### src/rtl/network_mul_arb_pkg.sv
// Shared definitions for the multiplier arbiter: datapath widths, default
// parameters and the tag type carried alongside each multiplier operation.
package network_mul_arb_pkg;

    localparam int unsigned DATA_W      = 16;
    localparam int unsigned PROD_W      = 30;
    localparam int unsigned NUM_REQ_DEF = 4;
    localparam int unsigned MUL_LAT_DEF = 2;
    localparam int unsigned ID_W_DEF    = 2;
    // Tag ID field is sized for the largest legal requester count (8).
    localparam int unsigned MAX_ID_W    = 3;

    typedef struct packed {
        logic                vld;
        logic [MAX_ID_W-1:0] id;
    } tag_t;

endpackage

### src/rtl/network_rr_arbiter.sv
// Combinational round-robin picker.
//   req   : request vector
//   en    : allow a grant this cycle
//   ptr   : highest-priority index; search wraps upward from here
//   grant : one-hot grant (zero when nothing granted)
//   idx   : encoded index of the granted requester
//   any   : a grant was issued
module network_rr_arbiter #(
    parameter int unsigned NUM_REQ = 4,
    parameter int unsigned ID_W    = 2
) (
    input  logic [NUM_REQ-1:0] req,
    input  logic               en,
    input  logic [ID_W-1:0]    ptr,
    output logic [NUM_REQ-1:0] grant,
    output logic [ID_W-1:0]    idx,
    output logic               any
);

    logic [ID_W-1:0] k;

    always_comb begin
        grant = '0;
        idx   = '0;
        any   = 1'b0;
        k     = '0;
        for (int unsigned off = 0; off < NUM_REQ; off++) begin
            k = ID_W'((32'(ptr) + off) % NUM_REQ);
            if (en && !any && req[k]) begin
                grant[k] = 1'b1;
                idx      = k;
                any      = 1'b1;
            end
        end
    end

endmodule

### src/rtl/network_mul_arbiter.sv
// Round-robin scheduler sharing one pipelined signed multiplier among
// NUM_REQ requesters. A tag pipe matched to the multiplier latency carries
// the requester ID so each product returns with its origin.
//
// Ports:
//   clk, reset          clock; asynchronous active-low reset
//   req_valid/req_ready per-requester operand handshake (ready one-hot or zero)
//   req_a/req_b         packed signed operands, requester i at [16*i+:16]
//   mul_ce/din0/din1    drive to the external multiplier
//   mul_dout            product from the external multiplier
//   rsp_valid/ready     response handshake
//   rsp_id/rsp_p        originating requester and 30-bit product
//   stat_grants         (MUL_ARB_STATS_EN) per-requester handshake counters
//   stat_stall_cycles   (MUL_ARB_STATS_EN) cycles with the pipe frozen
//
// Build option: define MUL_ARB_STATS_EN to add the statistics outputs.
module network_mul_arbiter
    import network_mul_arb_pkg::*;
#(
    parameter int unsigned NUM_REQ = NUM_REQ_DEF,
    parameter int unsigned MUL_LAT = MUL_LAT_DEF,
    parameter int unsigned ID_W    = ID_W_DEF
) (
    input  logic                      clk,
    input  logic                      reset,
    input  logic [NUM_REQ-1:0]        req_valid,
    output logic [NUM_REQ-1:0]        req_ready,
    input  logic [NUM_REQ*DATA_W-1:0] req_a,
    input  logic [NUM_REQ*DATA_W-1:0] req_b,
    output logic                      mul_ce,
    output logic [DATA_W-1:0]         mul_din0,
    output logic [DATA_W-1:0]         mul_din1,
    input  logic [PROD_W-1:0]         mul_dout,
    output logic                      rsp_valid,
    input  logic                      rsp_ready,
    output logic [ID_W-1:0]           rsp_id,
    output logic [PROD_W-1:0]         rsp_p
`ifdef MUL_ARB_STATS_EN
    ,
    output logic [NUM_REQ*16-1:0]     stat_grants,
    output logic [15:0]               stat_stall_cycles
`endif
);

    logic               advance;
    logic [NUM_REQ-1:0] grant;
    logic [ID_W-1:0]    grant_idx;
    logic               grant_any;
    logic [ID_W-1:0]    ptr_q, ptr_d;
    tag_t               tag_q [MUL_LAT];
    tag_t               tag_in;
    logic               unused_tag_id;

    // Multiplier and tags move together; a held response freezes both.
    assign advance = !rsp_valid || rsp_ready;
    assign mul_ce  = advance;

    // Gating with reset keeps req_ready low for the whole reset window.
    network_rr_arbiter #(
        .NUM_REQ (NUM_REQ),
        .ID_W    (ID_W)
    ) u_rr_arbiter (
        .req   (req_valid),
        .en    (advance & reset),
        .ptr   (ptr_q),
        .grant (grant),
        .idx   (grant_idx),
        .any   (grant_any)
    );

    assign req_ready = grant;

    // Bubbles feed zeros so the multiplier never sees stale operands.
    always_comb begin
        mul_din0 = '0;
        mul_din1 = '0;
        if (grant_any) begin
            mul_din0 = req_a[DATA_W*grant_idx +: DATA_W];
            mul_din1 = req_b[DATA_W*grant_idx +: DATA_W];
        end
    end

    always_comb begin
        ptr_d = ptr_q;
        if (grant_any) begin
            ptr_d = (grant_idx == ID_W'(NUM_REQ - 1)) ? '0 : grant_idx + 1'b1;
        end
    end

    always_comb begin
        tag_in     = '0;
        tag_in.vld = grant_any;
        tag_in.id  = MAX_ID_W'(grant_idx);
    end

    always_ff @(posedge clk or negedge reset) begin
        if (!reset) begin
            ptr_q <= '0;
            for (int unsigned i = 0; i < MUL_LAT; i++) begin
                tag_q[i] <= '0;
            end
        end else begin
            ptr_q <= ptr_d;
            if (advance) begin
                tag_q[0] <= tag_in;
                for (int unsigned i = 1; i < MUL_LAT; i++) begin
                    tag_q[i] <= tag_q[i-1];
                end
            end
        end
    end

    assign rsp_valid = tag_q[MUL_LAT-1].vld;
    assign rsp_id    = tag_q[MUL_LAT-1].id[ID_W-1:0];
    assign rsp_p     = mul_dout;

    // Upper tag ID bits are only populated when NUM_REQ needs them.
    assign unused_tag_id = ^tag_q[MUL_LAT-1].id;

`ifdef MUL_ARB_STATS_EN
    logic [NUM_REQ-1:0][15:0] grant_cnt_q;
    logic [15:0]              stall_cnt_q;

    always_ff @(posedge clk or negedge reset) begin
        if (!reset) begin
            grant_cnt_q <= '0;
            stall_cnt_q <= '0;
        end else begin
            for (int unsigned i = 0; i < NUM_REQ; i++) begin
                if (grant[i]) begin
                    grant_cnt_q[i] <= grant_cnt_q[i] + 16'd1;
                end
            end
            if (!advance) begin
                stall_cnt_q <= stall_cnt_q + 16'd1;
            end
        end
    end

    assign stat_grants       = grant_cnt_q;
    assign stat_stall_cycles = stall_cnt_q;
`endif

endmodule
### config.mk
export PLATFORM = sky130hd
export DESIGN_NAME = network_mul_arbiter
export DESIGN_NICKNAME = d
export VERILOG_FILES = /design/src/rtl/network_mul_arb_pkg.sv /design/src/rtl/network_rr_arbiter.sv /design/src/rtl/network_mul_arbiter.sv
export SDC_FILE = /design/constraint.sdc
export NUM_CORES = 1
export LEC_CHECK = 0
export ABC_AREA = 1
export ABC_CLOCK_PERIOD_IN_PS = 3400
export CORE_AREA = 2 2 66 131
export CTS_BUF_LIST = sky130_fd_sc_hd__clkbuf_4 sky130_fd_sc_hd__clkbuf_8
export DETAILED_ROUTE_END_ITERATION = 8
export DIE_AREA = 0 0 68 133
export HOLD_SLACK_MARGIN = 0.05
export MAX_ROUTING_LAYER = met4
export PLACE_DENSITY = 0.94
export SYNTH_ARGS = -nofsm -noshare
export SYNTH_HDL_FRONTEND = slang
export SYNTH_SLANG_ARGS = --single-unit
### constraint.sdc
create_clock -name clk -period 3.4 [get_ports clk]
set_input_delay 0.68 -clock clk [delete_from_list [all_inputs] [get_ports clk]]
set_output_delay 0.68 -clock clk [all_outputs]
set_load 0.02 [all_outputs]
==> summary.md <==
| Metric | Value |
|---|---|
| Vias in the first global route | `3682` |
| CTS Sinks | `8` |
| Row count | `47` |
| Leak pwr | `2.49 nW` |
| Nature of the critical path endpoint | `output pin` |
| Switch Pwr | `0.00262 W` |
| Mapped Area | `2530 um2` |
| DRT iter0 DRCs | `209` |
| Design area | `4680 um2` |
| Final Hold Slack | `0.464 ns` |
| CP max stage delay | `0.23 ns` |
| Clock skew | `0.00292 ns` |
| PortBufs | `174` |
| Avg Inst Size Synth | `5.15 um2` |
| Internal Power | `0.00228 W` |
| Post-synthesis sequential area ratio | `7.91%` |
| Fin crit share | `98.3%` |
| Worst VDD drop | `656 uV` |
| I/O pin count | `235` |
| Setup crit start kind | `input pin` |
| CTS root buf | `clkbuf_8` |
| Power per Cell Area | `1050 nW/um2` |
| Synthesized Nets | `661` |
| Setup Viol. Count Final | `0` |
| Yosys reg bits | `8` |
| Yosys warnings | `0` |
| Register share of total power | `3.6%` |
| Final Core Density | `57.6%` |
| Crit path cell chain | `dlygate4sd2_1 -> inv_1 -> nor2_4 -> buf_4 -> nand4_1 -> nand2_1 -> nand2_2 -> buf_4 -> buf_4 -> buf_4 -> nand3_1 -> nand3_1 -> a21oi_1 -> buf_2` |
| Crit Path Max Fanout | `12` |
| PnR worst setup slack | `0.0595 ns` |
| Die Ht | `133 um` |
| CP Class | `in2out` |
| Final WL | `11600 um` |
| FILL cells | `750` |
| Worst slew pin tran | `0.247 ns` |
| Vias | `3887` |
| CTS max path bufs | `2` |
| Most frequent CP cell | `buf_4` |
| Minimum clock period | `3.34 ns` |
| Synth cell types | `25` |
| Slowest cell on crit path | `dlygate4sd2_1` |
| Cells after synthesis | `492` |
| Layout cells sized above 1 | `19.8%` |
| Core Box Area | `8120 um2` |
| Pins over their slew limit | `0` |
| Clock network power share | `2.4%` |
| Post-Place Cells | `747` |
| Max-cap violations | `0` |
| DP Worst Slack | `-0.561 ns` |
| H-tree Lvls | `1` |
| Non-Filler Instances | `765` |
| CTS clk-pin slew, worst paths | `0.04 ns` |
| CP arrival | `2.66 ns` |
| # DRC | `0` |
| Post-CTS Hold Fix Bufs | `0` |
| Placer Congestion | `0.953` |
| Worst rel slew slack | `83.5%` |
| Status | `complete, no violations` |
| Clk Latency, worst-skew pair | `0.23 ns` |
| Antenna violations before repair | `0` |
| CP required | `2.72 ns` |
| Total gr overflow | `0` |
| Combinational power share | `94.0%` |
| Final #Nets | `838` |
| Area of the die | `9040 um2` |
| Worst hold path type | `reg2reg` |
| FF+latch area | `200 um2` |
| P&R area growth vs syn | `84.7%` |
| Starting Density | `31.2%` |
| Largest net degree at the start of global routing | `26` |
| Net Sw Frac | `53.5%` |
| Area of the multi-input gates | `1700 um2` |
| Commonest cells after routing, fill and taps aside | `nand2_1, clkdlybuf4s50_1, nand3_1` |
| Setup slack, reg-to-reg | `1.22 ns` |
| Post-Place Cell Area | `4440 um2` |
| Top delay family on crit path | `buffers and inverters` |
| Via density per instance | `5.08` |
| Routed Antenna Nets | `0` |
| Bufs and invs on worst path | `7` |
| All-Layer GR Usage | `24.8%` |
| Post-detail-place hpwl | `8780 um` |
| First-pass GRT wire length | `16900 um` |
| Hold Vio Cnt, Final | `0` |
| Wire per inst | `15.1 um` |
| Most common cell after layout, fill and taps aside | `nand2_1` |
| Total CTS buffers | `3` |
| Fmax | `299 MHz` |
| Router iterations before antenna repair | `5` |
| CTS tree | `built` |
| Width of the chip | `68 um` |
| Diodes inserted | `0` |
## cell type report
type                       count  share of cell area, %
timing repair buffer         234                   49.3
multi-input combinational    342                   36.4
inverter                      80                   6.47
sequential                     8                   4.28
tap                           98                   2.62
clock buffer                   3                  0.883
## routing by layer
metal  routed length (um)  GRT usage [%]  up-vias
met2                 5570           41.3      258
li1                     -              -     1856
met3                 1360           6.46       33
met5                    0              -        -
met4                  429           10.9        0
met1                 4210           26.6     1740
## sequential cells by signal, indices dropped and copies added, names as in the netlist
register / count
rsp_id: 2
rsp_valid: 1
ptr_q: 2
tag_q: 3
## power by group through the flow
stage                     logic [W]  clock network, W  registers (W)
after floorplan             0.00244                 0       0.000190
after global placement      0.00418                 0       0.000170
after detailed placement    0.00424                 0       0.000173
after CTS                   0.00448          0.000115       0.000172
after global routing        0.00493          0.000126       0.000179
final                       0.00461          0.000117       0.000178
## timing repair
action,in CTS,in global routing
pin swaps,15,7
endpoints found under the hold margin,0,0
cloned,4,0
buffers inserted,7,5
gates resized for setup,147,20
setup endpoints to repair,36,32
## synthesized netlist by cell type, drive strengths merged
library cell | count | area [um2]
dfrtp | 8 | 200
nor2 | 6 | 37.5
ha | 4 | 50.1
buf | 60 | 432
clkbuf | 2 | 7.51
nor3 | 1 | 5.00
o22ai | 4 | 25.0
nand4 | 2 | 18.8
nand2 | 171 | 662
inv | 79 | 299
o21ai | 4 | 20.0
nand3 | 113 | 586
clkinv | 1 | 3.75
a21oi | 36 | 180
or2 | 1 | 6.26
## through the flow
| step | TNS (ns) | total power [W] |
|---|---|---|
| after floorplan | 0 | 0.00263 |
| after global placement | -14.54 | 0.00435 |
| after detailed placement | -15.86 | 0.00441 |
| after CTS | 0 | 0.00477 |
| after global routing | -0.558 | 0.00523 |
| final | 0 | 0.00490 |
## cells by family (layout without fill, tap and decap cells)
group                      Yosys count  after routing  synth area share, %
AOI/OAI and AO/OA                   44             44                 8.89
adders and majority gates            4              4                 1.98
buffers and inverters              142            317                 29.3
DFF                                  8              8                 7.91
and+or+nand+nor                    294            294                 51.9
## worst paths after layout
kind | startpoint | end | cells past startpoint
worst max-delay path | reset | mul_din1[7] | 14
worst min-delay path | tag_q[7] | rsp_valid | 1
worst max register to register | ptr_q[0] | ptr_q[1] | 14
worst min register to register | tag_q[7] | rsp_valid | 1
max in group asynchronous | reset | rsp_id[1] | 2
min in group asynchronous | reset | rsp_id[0] | 2
Note: power is estimated with default switching activity, not from simulation.
